## config.mk

```make
export PLATFORM = sky130hd
export DESIGN_NAME = adc_pkt_sched
export DESIGN_NICKNAME = d
export VERILOG_FILES = /design/src/rtl/adc_pkt_pkg.sv /design/src/rtl/adc_pkt_sched_rr_arb.sv /design/src/rtl/adc_pkt_sched.sv
export SDC_FILE = /design/constraint.sdc
export NUM_CORES = 1
export LEC_CHECK = 0
export BUFFER_PORTS_ARGS = -buffer_cell sky130_fd_sc_hd__buf_2
export CELL_PAD_IN_SITES_DETAIL_PLACEMENT = 1
export CELL_PAD_IN_SITES_GLOBAL_PLACEMENT = 2
export CORE_AREA = 10 10 386 388
export CTS_BUF_LIST = sky130_fd_sc_hd__clkbuf_4 sky130_fd_sc_hd__clkbuf_8
export CTS_CLUSTER_SIZE = 30
export DETAILED_ROUTE_END_ITERATION = 10
export DIE_AREA = 0 0 396 398
export MAX_ROUTING_LAYER = met4
export PLACE_DENSITY_LB_ADDON = 0.1
export SYNTH_ARGS = -nofsm -noshare
export SYNTH_HDL_FRONTEND = slang
export SYNTH_SLANG_ARGS = --single-unit
```

## constraint.sdc

```tcl
create_clock -name clk -period 2.35 [get_ports clk]
set_input_delay 0 -clock clk [delete_from_list [all_inputs] [get_ports clk]]
set_output_delay 0 -clock clk [all_outputs]
set_load 0.005 [all_outputs]
```

## src/rtl/adc_pkt_pkg.sv

```systemverilog
// Shared definitions for the ADC packet scheduler: FSM states, header layout
// and small combinational helpers.
package adc_pkt_pkg;

  typedef enum logic [2:0] {
    IDLE = 3'd0,
    ARB  = 3'd1,
    HDR  = 3'd2,
    DATA = 3'd3,
    GAP  = 3'd4
  } state_e;

  localparam int CH_W = 4;

  localparam logic [15:0] HDR_MAGIC = 16'hA5C3;

  // Header bit positions within the 96-bit header beat
  localparam int HDR_MAGIC_LSB = 80;
  localparam int HDR_RSVD_LSB  = 76;
  localparam int HDR_CH_LSB    = 72;
  localparam int HDR_SEQ_LSB   = 56;
  localparam int HDR_LEN_LSB   = 48;

  function automatic logic [95:0] hdr_pack(input logic [CH_W-1:0] ch,
                                           input logic [15:0]     seq,
                                           input logic [7:0]      len);
    logic [95:0] h;
    h = 96'd0;
    h[HDR_MAGIC_LSB +: 16] = HDR_MAGIC;
    h[HDR_RSVD_LSB +: 4]   = 4'h0;
    h[HDR_CH_LSB +: CH_W]  = ch;
    h[HDR_SEQ_LSB +: 16]   = seq;
    h[HDR_LEN_LSB +: 8]    = len;
    return h;
  endfunction

  // Index of the lowest set bit; 0 when the vector is empty
  function automatic logic [CH_W-1:0] lowest_set(input logic [15:0] v);
    logic [CH_W-1:0] idx;
    idx = '0;
    for (int i = 15; i >= 0; i--) begin
      idx = v[i] ? CH_W'(i) : idx;
    end
    return idx;
  endfunction

endpackage

```

## src/rtl/adc_pkt_sched_rr_arb.sv

```systemverilog
// Round-robin lane picker: first requesting lane strictly above last_ch,
// wrapping to the lowest requesting lane.
module rr_arb
  import adc_pkt_pkg::*;
#(
  parameter int NUM_CH = 9
) (
  input  logic [NUM_CH-1:0] req,
  input  logic [CH_W-1:0]   last_ch,
  output logic              gnt_vld,
  output logic [CH_W-1:0]   gnt_idx
);

  logic [NUM_CH-1:0] upper_s;

  // Requests that sit after the previous winner in round-robin order
  always_comb begin
    upper_s = '0;
    for (int i = 0; i < NUM_CH; i++) begin
      upper_s[i] = req[i] & (CH_W'(i) > last_ch);
    end
  end

  assign gnt_vld = |req;
  assign gnt_idx = (|upper_s) ? lowest_set(16'(upper_s)) : lowest_set(16'(req));

endmodule

```

## src/rtl/adc_pkt_sched.sv

```systemverilog
// Round-robin packet scheduler: grants one ADC lane at a time and streams a
// header beat plus a fixed-length burst of that lane's words.
module adc_pkt_sched
  import adc_pkt_pkg::*;
#(
  parameter int NUM_CH  = 9,
  parameter int DW      = 96,
  parameter int GAP_CYC = 2
) (
  input  logic                 clk,
  input  logic                 rst_n,
  input  logic                 cfg_en,
  input  logic [NUM_CH-1:0]    cfg_ch_mask,
  input  logic [7:0]           cfg_pkt_len,
  input  logic [NUM_CH-1:0]    ch_req,
  input  logic [NUM_CH*DW-1:0] data_in,
  output logic [NUM_CH-1:0]    ch_pop,
  output logic [3:0]           sel_ch,
  output logic                 pkt_vld,
  input  logic                 pkt_rdy,
  output logic                 pkt_sop,
  output logic                 pkt_eop,
  output logic [DW-1:0]        pkt_data,
  output logic                 busy,
  output logic [15:0]          pkt_seq
);

  localparam logic [7:0] GAP_LAST = (GAP_CYC > 0) ? 8'(GAP_CYC - 1) : 8'd0;

  state_e          state_r, state_nxt_s;
  logic [CH_W-1:0] cur_ch_r, cur_ch_nxt_s;
  logic [CH_W-1:0] last_ch_r, last_ch_nxt_s;
  logic [7:0]      beat_cnt_r, beat_cnt_nxt_s;
  logic [7:0]      len_eff_r, len_eff_nxt_s;
  logic [7:0]      gap_cnt_r, gap_cnt_nxt_s;
  logic [15:0]     seq_r, seq_nxt_s;

  logic [NUM_CH-1:0] elig_s;
  logic              gnt_vld_s;
  logic [CH_W-1:0]   gnt_idx_s;
  logic [NUM_CH-1:0] lane_sel_s;
  logic [DW-1:0]     lane_data_s;
  logic              lane_req_s;
  logic              last_beat_s;

  assign elig_s = ch_req & cfg_ch_mask;

  rr_arb #(
    .NUM_CH (NUM_CH)
  ) u_rr_arb (
    .req     (elig_s),
    .last_ch (last_ch_r),
    .gnt_vld (gnt_vld_s),
    .gnt_idx (gnt_idx_s)
  );

  // Select the granted lane's request level and data word
  always_comb begin
    lane_sel_s  = '0;
    lane_data_s = '0;
    lane_req_s  = 1'b0;
    for (int i = 0; i < NUM_CH; i++) begin
      lane_sel_s[i] = (cur_ch_r == CH_W'(i));
      lane_data_s   = lane_data_s | (data_in[i*DW +: DW] & {DW{lane_sel_s[i]}});
      lane_req_s    = lane_req_s | (ch_req[i] & lane_sel_s[i]);
    end
  end

  assign last_beat_s = (beat_cnt_r == (len_eff_r - 8'd1));

  // Next-state and beat outputs; valid never depends on pkt_rdy
  always_comb begin
    state_nxt_s    = state_r;
    cur_ch_nxt_s   = cur_ch_r;
    last_ch_nxt_s  = last_ch_r;
    beat_cnt_nxt_s = beat_cnt_r;
    len_eff_nxt_s  = len_eff_r;
    gap_cnt_nxt_s  = gap_cnt_r;
    seq_nxt_s      = seq_r;
    pkt_vld        = 1'b0;
    pkt_sop        = 1'b0;
    pkt_eop        = 1'b0;
    pkt_data       = '0;
    ch_pop         = '0;
    case (state_r)
      IDLE: begin
        if (cfg_en) begin
          state_nxt_s = ARB;
        end else begin
          state_nxt_s = IDLE;
        end
      end
      ARB: begin
        if (!cfg_en) begin
          state_nxt_s = IDLE;
        end else if (gnt_vld_s) begin
          state_nxt_s   = HDR;
          cur_ch_nxt_s  = gnt_idx_s;
          len_eff_nxt_s = (cfg_pkt_len == 8'd0) ? 8'd1 : cfg_pkt_len;
        end else begin
          state_nxt_s = ARB;
        end
      end
      HDR: begin
        pkt_vld  = 1'b1;
        pkt_sop  = 1'b1;
        pkt_data = DW'(hdr_pack(cur_ch_r, seq_r, len_eff_r));
        if (pkt_rdy) begin
          state_nxt_s    = DATA;
          beat_cnt_nxt_s = 8'd0;
        end else begin
          state_nxt_s = HDR;
        end
      end
      DATA: begin
        // A dropped lane request simply pauses the burst
        pkt_vld  = lane_req_s;
        pkt_data = lane_data_s;
        pkt_eop  = last_beat_s;
        if (lane_req_s && pkt_rdy) begin
          ch_pop = lane_sel_s;
          if (last_beat_s) begin
            last_ch_nxt_s = cur_ch_r;
            seq_nxt_s     = seq_r + 16'd1;
            gap_cnt_nxt_s = 8'd0;
            state_nxt_s   = (GAP_CYC == 0) ? ARB : GAP;
          end else begin
            beat_cnt_nxt_s = beat_cnt_r + 8'd1;
          end
        end else begin
          state_nxt_s = DATA;
        end
      end
      GAP: begin
        if (gap_cnt_r == GAP_LAST) begin
          state_nxt_s = ARB;
        end else begin
          gap_cnt_nxt_s = gap_cnt_r + 8'd1;
        end
      end
      default: begin
        state_nxt_s = IDLE;
      end
    endcase
  end

  // Scheduler state registers with synchronous reset
  always_ff @(posedge clk) begin
    if (!rst_n) begin
      state_r    <= IDLE;
      cur_ch_r   <= '0;
      last_ch_r  <= CH_W'(NUM_CH - 1);
      beat_cnt_r <= 8'd0;
      len_eff_r  <= 8'd1;
      gap_cnt_r  <= 8'd0;
      seq_r      <= 16'd0;
    end else begin
      state_r    <= state_nxt_s;
      cur_ch_r   <= cur_ch_nxt_s;
      last_ch_r  <= last_ch_nxt_s;
      beat_cnt_r <= beat_cnt_nxt_s;
      len_eff_r  <= len_eff_nxt_s;
      gap_cnt_r  <= gap_cnt_nxt_s;
      seq_r      <= seq_nxt_s;
    end
  end

  assign sel_ch  = cur_ch_r;
  assign busy    = (state_r != IDLE);
  assign pkt_seq = seq_r;

endmodule

```

==> results.ini <==
[routing]
wl_um=152000
firstDrtPassIters=9
via_per_inst=3.85
antenna_left=0
vias=16800
drtIter0Drc=1248
drc=0
wire_per_inst_um=34.9

[run]
cap_violations=0

[worst_setup_path]
cp_data_arrival_time_ns=3.07
worstPathRequired_ns=2.35
cp_common_cell=buf_6
start_kind=register
critPathCaptureType=output pin
critPathSlowestCell=a222oi_1
crit_type=reg2out
worstPathCellList=buf_6 > buf_6 > or2_4 > buf_6 > nor3_4 > buf_12 > buf_16 > a222oi_1 > buf_4 > a31oi_2 > buf_6 > buf_6
critPathMaxFanout=5
path_buf_inv=8
crit_family=buffers and inverters
cpPeakStageDelay_ns=0.96

[sta]
min_period_over_period_pct=131
rsz0062_at_grt=yes
finalCriticalPeriod_ns=3.07
worst_pin_slew_ns=1.18
maxSlewHeadroom_pct=21.4
finalMaxSlewViolations=0
fmax_mhz=326
setup_viol=142
skew_ns=0.0180
fin_ws_ns=-0.720
finalHoldViolCount=0

[global_route]
grt_pass1_vias=18000
gr-total-overflow=0
antenna_found_initial=184
grt_usage_pct=18.5
grt_first_pass_wirelength_um=190000
grt_max_degree=58

[logic_synthesis]
syn_inst=1120
ys_top_cells_by_area=a22oi_1 (15%), dfxtp_1 (13%), a222oi_1 (9.9%)
synthDistinctLibCells=67
syn_nets=2019
async_reset_ff_share_pct=0
netlist_area_mm2=0.00799
ys_ff_latch=51
ys_seq_area_share_pct=12.8
synthFlopType=dfxtp_1
synth.largest_area_cell=a22oi_1
synth_edf_count=0
synthDominantCellAreaShare_pct=15.4
syn_area_per_cell_um2=7.13
yosysWarnings=0

[pwr]
p_seq_share_pct=20.0
p_per_area_mw_per_mm2=206
p_clk_share_pct=15.6
leakagePower_nw=9.02
p_sw_share_pct=40.3
p_sw_mw=1.78
peakVddDrop_v=0.000311
p_int_mw=2.64
share_comb_of_total_power_pct=64.4
finalPower_mw=4.42

[floorplanning]
dieArea_mm2=0.158
die_w_um=396
fp.dieH_um=398
core_mm2=0.141
initial_core_util_pct=5.66
io_pins=1023
rows=138

[clock_network]
root_buffer=clkbuf_8
h-tree-depth=2
cts_tree=yes
cts_buffers=5
clock_latency_ns=0.35
clock-sinks=51
clkTransAtPathRegs_ns=0.11
clock_path_buffers=2

[min_path]
holdCritPathClass=in2reg

[final_layout]
drive_gt1_share_pct=68.3
layout.nets=3287
syn2layout_area_growth_pct=169
fillers=16900

[outcome]
violations=negative setup slack
outcome=complete, but fails checks

[place]
pre_cts_slack_ns=-0.699
hpwl_um=130000
portBuffers=1022
gp_congestion=0.882

## synth_stat cells, drive strengths merged (15+ instances only)
cell and count:
a22oi 164, a22o 47, a222oi 79, a21oi 70
nor3 21, and3 38, a31oi 64, nand2 65
xnor2 19, dfxtp 51, nor2 73, buf 15
a221oi 68, mux2i 29, o21ai 45, clkbuf 113
nand3 30
## stage by stage
step / TNS, ns / hold slack, ns / instance area (um^2) / utilization [%] / instances
finish: -49.72 / 0.0141 / 21500 / 15.2 / 4362
detailed placement: -26.12 / 0.280 / 17400 / 12.4 / 4142
floorplan: -0.254 / 0.148 / 8030 / - / 1120
global placement: -20.41 / 0.289 / 17400 / 12.4 / 4142
CTS: -47.03 / 0.000257 / 20000 / 14.2 / 4240
global route: -65.00 / 0.000550 / 21400 / 15.2 / 4354
## per-layer routing
| layer | vias up | global-route usage (%) | wire (um) |
|---|---|---|---|
| met1 | 8338 | 21.1 | 60800 |
| met4 | 0 | 1.05 | 2520 |
| met3 | 222 | 5.72 | 12100 |
| li1 | 7400 | - | - |
| met5 | - | - | 0 |
| met2 | 844 | 32.8 | 76700 |
## final cells by class
cell class	instances	area, um^2	share of cell area (%)
repair buffers	1389	9700	45.2
multi-input cells	927	7980	37.2
well taps	1890	2360	11.0
flip-flops and latches	51	1050	4.88
diodes	84	210	0.979
clock buffers	5	68.8	0.321
inverters	14	57.6	0.268
clock inverters	2	37.5	0.175
## path summary, 6_finish.rpt
check	slack [ns]	cells past startpoint	endpoint	from
max reg2reg	-0.42	10	pkt_seq[8]	sel_ch[0]
min	0.01	3	len_eff_r[0]	cfg_pkt_len[0]
max	-0.72	12	pkt_data[46]	sel_ch[0]
min reg2reg	0.51	2	pkt_seq[15]	pkt_seq[15]
## worst reg2reg max path, delay by kind of cell, from the launching register on
kind | cells | cell delay, ns
AOI/OAI and AO/OA | 2 | 0.65
and+or+nand+nor | 4 | 1.17
DFF | 1 | 0.36
xor gates and xnor gates | 1 | 0.16
buffers and inverters | 3 | 0.33
## sequential cells by signal (all words and copies together), names as in the netlist
signal,cells
pkt_seq,16
len_eff_r,8
state_r,3
gap_cnt_r,8
last_ch_r,4
sel_ch,4
beat_cnt_r,8
## cell usage in the layout (no fill, tap or decap), types with 24 or more instances in the layout
cell type and instances:
buf_2 959, buf_4 207, buf_6 127, a22oi_1 126, diode_2 84, a222oi_1 79
nor2_1 59, nand2_1 59, buf_12 58, a22o_1 44, a221oi_1 43, a31oi_1 42
dfxtp_1 42, a22oi_2 38, o21ai_0 38, a21oi_1 35, mux2i_1 29, nand3_1 24
## power by group through the flow
stage	Combinational, mW	Sequential [mW]	Clock (mW)
final	2.85	0.885	0.689
after global routing	3.03	0.887	0.755
after CTS	2.69	0.885	0.740
after detailed placement	2.23	0.908	0
after global placement	2.23	0.908	0
after floorplan	0.591	0.907	0
## cells by family after synthesis
kind of cell | after synthesis | synth area share (%)
mux | 31 | 4.06
xor+xnor | 29 | 3.18
flops | 51 | 12.8
simple gates | 292 | 18.7
compound gates | 570 | 53.7
buf+inv | 142 | 6.77
fa+ha+maj | 5 | 0.783
## what timing repair did
action,CTS,global route
resized for setup,334,222
pin swaps,120,146
gates cloned,10,2
hold buffers,6,0
setup buffers,78,59
hold endpoints to repair,6,0
setup endpoints to repair,146,147
(Power assumes the default switching activity.)
